<file path="config.mk">
export PLATFORM = sky130hd
export DESIGN_NAME = bsg_dmc_ui_adapter
export DESIGN_NICKNAME = d
export VERILOG_FILES = /design/src/rtl/bsg_dmc_ui_adapter.sv
export SDC_FILE = /design/constraint.sdc
export NUM_CORES = 1
export LEC_CHECK = 0
export CORE_UTILIZATION = 40
export DETAILED_ROUTE_END_ITERATION = 10
export HOLD_SLACK_MARGIN = 0.1
export PLACE_DENSITY = 0.73
export SLEW_MARGIN = 20
export SYNTH_ARGS = -nofsm -noshare
export SYNTH_HDL_FRONTEND = slang
export SYNTH_SLANG_ARGS = --single-unit
</file>
<file path="constraint.sdc">
create_clock -name clk_i -period 1.92 [get_ports clk_i]
set_input_delay 0.288 -clock clk_i [delete_from_list [all_inputs] [get_ports clk_i]]
set_output_delay 0.288 -clock clk_i [all_outputs]
set_load 0.02 [all_outputs]
</file>
<file path="src/rtl/bsg_dmc_ui_adapter.sv">
`default_nettype none
// ============================================================================
// Module   : bsg_dmc_ui_adapter
// Purpose  : Front-end for the DMC pearl's Xilinx-style app_* UI. Turns a
//            valid/ready command stream and a valid/ready write-data stream
//            into the app_en/app_rdy and app_wdf_* handshakes. Read bursts
//            are collected in a credit-protected FIFO, because
//            app_rd_data_valid cannot be backpressured, and are returned on
//            a valid/yumi interface.
// Ports    : clk_i, reset_i (async, active high)
//            req_*         : command stream in (valid/ready)
//            wdata_*/wmask : write beat stream in (valid/ready)
//            rdata_*       : read beat stream out (valid/yumi)
//            app_*         : DMC user interface
//            rd_overflow_o : sticky, a read beat arrived while FIFO was full
// Revision : 1.0 - initial release
// ============================================================================
module bsg_dmc_ui_adapter #(
  parameter int addr_width_p  = 28,
  parameter int data_width_p  = 32,
  parameter int burst_len_p   = 2,
  parameter int rd_fifo_els_p = 4
) (
  input  logic                      clk_i,
  input  logic                      reset_i,

  input  logic                      req_v_i,
  input  logic                      req_write_i,
  input  logic [addr_width_p-1:0]   req_addr_i,
  output logic                      req_ready_o,

  input  logic                      wdata_v_i,
  input  logic [data_width_p-1:0]   wdata_i,
  input  logic [data_width_p/8-1:0] wmask_i,
  output logic                      wdata_ready_o,

  output logic                      rdata_v_o,
  output logic [data_width_p-1:0]   rdata_o,
  output logic                      rdata_last_o,
  input  logic                      rdata_yumi_i,

  output logic [addr_width_p-1:0]   app_addr_o,
  output logic [2:0]                app_cmd_o,
  output logic                      app_en_o,
  input  logic                      app_rdy_i,

  output logic                      app_wdf_wren_o,
  output logic                      app_wdf_end_o,
  output logic [data_width_p-1:0]   app_wdf_data_o,
  output logic [data_width_p/8-1:0] app_wdf_mask_o,
  input  logic                      app_wdf_rdy_i,

  input  logic                      app_rd_data_valid_i,
  input  logic                      app_rd_data_end_i,
  input  logic [data_width_p-1:0]   app_rd_data_i,

  output logic                      rd_overflow_o
);

  localparam int credit_width = $clog2(rd_fifo_els_p + 1);
  localparam int ptr_width    = (rd_fifo_els_p > 1) ? $clog2(rd_fifo_els_p) : 1;
  localparam int beat_width   = (burst_len_p > 1) ? $clog2(burst_len_p) : 1;

  localparam logic [credit_width-1:0] burst_credits = credit_width'(burst_len_p);
  localparam logic [credit_width-1:0] fifo_depth    = credit_width'(rd_fifo_els_p);
  localparam logic [beat_width-1:0]   last_beat     = beat_width'(burst_len_p - 1);
  localparam logic [ptr_width-1:0]    last_slot     = ptr_width'(rd_fifo_els_p - 1);

  localparam logic [2:0] cmd_write = 3'b000;
  localparam logic [2:0] cmd_read  = 3'b001;

  typedef enum logic [1:0] {
    IDLE  = 2'd0,
    CMD   = 2'd1,
    WDATA = 2'd2
  } state_e;

  state_e                    state_r, state_n;
  logic [beat_width-1:0]     beat_r, beat_n;
  logic [addr_width_p-1:0]   addr_r;
  logic [2:0]                cmd_r;
  logic [credit_width-1:0]   credits_r, credits_n;

  logic [data_width_p:0]     mem_r [rd_fifo_els_p];
  logic [ptr_width-1:0]      wptr_r, rptr_r;
  logic [credit_width-1:0]   count_r;
  logic                      overflow_r;

  logic accept, reserve, in_wdata, wbeat;
  logic fifo_full, fifo_empty, push, pop;

  // --------------------------------------------------------------------------
  // Command side
  // --------------------------------------------------------------------------
  assign req_ready_o = (state_r == IDLE) && (credits_r >= burst_credits);
  assign accept      = req_v_i & req_ready_o;
  // Read bursts reserve their FIFO slots at acceptance, so the return data
  // always has somewhere to land.
  assign reserve     = accept & ~req_write_i;

  assign in_wdata    = (state_r == WDATA);
  assign wbeat       = in_wdata & wdata_v_i & app_wdf_rdy_i;

  always_comb begin
    state_n = state_r;
    beat_n  = beat_r;
    unique case (state_r)
      IDLE: begin
        if (accept) state_n = CMD;
      end
      CMD: begin
        if (app_rdy_i) begin
          if (cmd_r == cmd_write) begin
            state_n = WDATA;
            beat_n  = '0;
          end else begin
            state_n = IDLE;
          end
        end
      end
      WDATA: begin
        if (wbeat) begin
          if (beat_r == last_beat) begin
            state_n = IDLE;
            beat_n  = '0;
          end else begin
            beat_n  = beat_r + 1'b1;
          end
        end
      end
      default: state_n = IDLE;
    endcase
  end

  always_ff @(posedge clk_i or posedge reset_i) begin
    if (reset_i) begin
      state_r <= IDLE;
      beat_r  <= '0;
      addr_r  <= '0;
      cmd_r   <= '0;
    end else begin
      state_r <= state_n;
      beat_r  <= beat_n;
      if (accept) begin
        addr_r <= req_addr_i;
        cmd_r  <= req_write_i ? cmd_write : cmd_read;
      end
    end
  end

  assign app_en_o   = (state_r == CMD);
  assign app_addr_o = addr_r;
  assign app_cmd_o  = cmd_r;

  // Write beats pass straight through while in WDATA and are forced quiet
  // otherwise, so data can never overtake its command.
  assign wdata_ready_o  = in_wdata & app_wdf_rdy_i;
  assign app_wdf_wren_o = in_wdata & wdata_v_i;
  assign app_wdf_end_o  = in_wdata & wdata_v_i & (beat_r == last_beat);
  assign app_wdf_data_o = in_wdata ? wdata_i : '0;
  assign app_wdf_mask_o = in_wdata ? wmask_i : '0;

  // --------------------------------------------------------------------------
  // Read return FIFO and credits
  // --------------------------------------------------------------------------
  assign fifo_full  = (count_r == fifo_depth);
  assign fifo_empty = (count_r == '0);
  assign push       = app_rd_data_valid_i & ~fifo_full;
  // A yumi on an empty FIFO is ignored and must not mint a credit.
  assign pop        = rdata_yumi_i & ~fifo_empty;

  always_comb begin
    credits_n = credits_r;
    if (reserve) credits_n = credits_n - burst_credits;
    if (pop)     credits_n = credits_n + 1'b1;
  end

  always_ff @(posedge clk_i or posedge reset_i) begin
    if (reset_i) begin
      credits_r  <= fifo_depth;
      count_r    <= '0;
      wptr_r     <= '0;
      rptr_r     <= '0;
      overflow_r <= 1'b0;
    end else begin
      credits_r <= credits_n;
      if (push) wptr_r <= (wptr_r == last_slot) ? '0 : wptr_r + 1'b1;
      if (pop)  rptr_r <= (rptr_r == last_slot) ? '0 : rptr_r + 1'b1;
      if (push && !pop)      count_r <= count_r + 1'b1;
      else if (!push && pop) count_r <= count_r - 1'b1;
      if (app_rd_data_valid_i && fifo_full) overflow_r <= 1'b1;
    end
  end

  // Storage needs no reset: occupancy alone decides what is valid.
  always_ff @(posedge clk_i) begin
    if (push) mem_r[wptr_r] <= {app_rd_data_end_i, app_rd_data_i};
  end

  assign rdata_v_o     = ~fifo_empty;
  assign rdata_o       = mem_r[rptr_r][data_width_p-1:0];
  assign rdata_last_o  = mem_r[rptr_r][data_width_p];
  assign rd_overflow_o = overflow_r;

endmodule
`default_nettype wire

</file>
==> metrics <==
outcome finished, violations left; failing checks negative setup slack; router iterations before antenna repair 6; Die Ht 134 um; Syn Area/Cell 19.8 sq um; Synth cell types 39; reg2reg end credits_r[1]$_DFF_PP0_; cell count of the worst reg-to-reg path 6; DRC violation count after routing 0; hold bufs inserted after CTS 0; unrepaired setup endpoints after global routing yes; GP Congestion 0.702; CTS tree built; drt initial violations 191; CTS Root Cell clkbuf_16; arrival time worst endpoint 1.81 ns; top-count cell post-synth edfxtp_1; final WL 16.2 mm; met3 wire len 1.26 mm; Req. time, crit path 1.63 ns; port bufs 210; first-pass GRT wire length 24.6 mm; synth warn 0; fin. max-slew vios 0; Layout area overhead 52.1%; DIE AREA 0.0181 sq mm; Setup WS post-layout -0.180 ns; number of synthesized register bits 175; pwr dens 1620 mW/mm^2; hold_ws 0.160 ns; FP Rows 48; worst-path maximum fanout 5; largest net degree at the start of global routing 28; share of layout cells above drive strength 1 0.411; Final Core Density 0.621; Mapped Area 0.00701 sq mm; startpoint types flop; initial antenna violation count 0; Tcrit/Tclk final 1.09; min-delay worst type primary input to asynchronous set/reset pin; Commonest cells post-synth edfxtp_1, and2_1, dfrtp_1; DR WL/cell 18.8 um; Vias 4,191; cts bufs inserted 17; Setup-failing EPs final 35; number of max-cap violations 0; Max VDD drop 0.937 mV; Mapped Cells 354; post-synth top area share 0.565; Clock Latency Late Sink 0.42 ns; dpl hpwl 10.6 mm; count of final hold-check violations 0; Crit. End Element primary output; clk slew on worst S/H paths 0.06 ns; top post-synthesis cells by area edfxtp_1, dfrtp_1, mux4_2; Max Used Layer met4; clk buf depth 2; GR Overflow Total 0; WL met1 6.56 mm; core footprint 0.0172 sq mm; predominant post-synthesis flop cell edfxtp_1; leak pwr 0.00416 uW; Async S/R FF share, synth 0.246; routed wl met2 8.26 mm; ant diodes 0; ANT nets after route 0; vias in the first global route 4,506; initial core utilization 0.408; layout net count 739; Die Span X 134 um; Final Critical Period 2.10 ns; area leader, netlist edfxtp_1; total track usage 0.183; EDFF count, synth 132; Worst R2R Setup Slack -0.08 ns; H-tree lvl count 4; r2r startpoint state_r[0]$_DFFE_PP0P_; FMAX 476 MHz; clk_skew 0.00983 ns; Seq/Total Area, Yosys 0.719; num ports 213; clock sinks 175; vias per cell 4.86; WS Path Type flop to primary output
[sequential cells by signal (all words and copies together), names as in the netlist]
signal / flops
app_addr_o: 28
app_cmd_o: 1
count_r: 3
rd_overflow_o: 1
beat_r: 1
credits_r: 3
rptr_r: 2
state_r: 2
mem_r: 132
wptr_r: 2
[area by class of cell]
class                   count  area, sq um
clock buffers              20          447
clock inverters            12          110
fillers                  1266         6510
inverters                   7         26.3
multi-input cells         156         1990
flip-flops and latches    175         5040
well taps                 225          282
repair buffers            267         2760
[metal layers]
layer / up-vias / global-route usage
met3: 10 / 0.0680
met1: 2110 / 0.224
met4: 0 / 0.0493
li1: 1900 / -
met2: 171 / 0.307
met5: - / 0
[layout by cell type, fill, tap and decap left out, drive strengths merged, types with 2 or more instances in the layout]
master	netlist	routed
mux4	33	33
clkdlybuf4s50	0	135
and2	42	42
nand3	3	3
ha	8	8
clkinv	0	8
o21ai	3	3
xor2	2	2
mux2	31	31
a211oi	2	2
dfrtp	42	42
conb	1	2
nor2	4	4
a21o	2	2
a21oi	3	3
edfxtp	132	132
xnor2	4	4
nand2	4	4
clkbuf	8	31
buf	9	119
inv	7	10
[what timing repair did]
item	CTS	global route
endpoints found under the setup margin	76	104
setup buffers	9	6
resized for setup	353	61
gates cloned	5	4
pin swaps	8	10
[stage by stage]
stage                     instances  total power, uW  area [sq um]  TNS [ns]  setup slack, ns
final                           862            17300         10700     -3.83           -0.180
after global routing            862            18100         10700     -6.67           -0.258
after global placement          810            13100          9790     -2.66           -0.246
after CTS                       855            17100         10500     -4.62           -0.194
after detailed placement        810            13200          9790     -5.57           -0.254
after floorplan                 355             9750          7060   -0.0533          -0.0384
[critical path: stages, from the launching register on]
cell and delay [ns]:
dfrtp_2 0.37, buf_6 0.13, buf_12 0.12, buf_16 0.12
mux4_2 0.51, buf_6 0.15
[cells by family (layout without fill, tap and decap cells)]
logic type	after synthesis	count (layout)	synth area share
DFF	175	175	0.719
muxes	65	65	0.172
and+or+nand+nor	61	61	0.0527
buffers and inverters	24	306	0.0178
AOI/OAI and AO/OA	13	13	0.0130
adders and majority gates	9	9	0.0171
xor gates and xnor gates	6	6	0.00750
other	1	2	0.000535
[worst max path at each step]
stage	start	end	slack (ns)	cells past startpoint
finish	rptr_r[0]$_DFFE_PP0N_	rdata_o[20]	-0.18	5
global route	rptr_r[0]$_DFFE_PP0N_	rdata_o[20]	-0.26	5
CTS	rptr_r[0]$_DFFE_PP0N_	rdata_o[2]	-0.19	5
detailed placement	req_v_i	credits_r[1]$_DFF_PP0_	-0.25	6
global placement	req_v_i	credits_r[1]$_DFF_PP0_	-0.25	6
floorplan	count_r[2]$_DFFE_PP0P_	count_r[2]$_DFFE_PP0P_	-0.04	8
[power breakdown]
group	switching, uW	leakage, uW	internal, uW
Clock	1400	0.000277	1830
Combinational	3830	0.00217	4630
Sequential	436	0.00171	5150
Total	5660	0.00416	11600
Power figures use the tool's default switching activity.
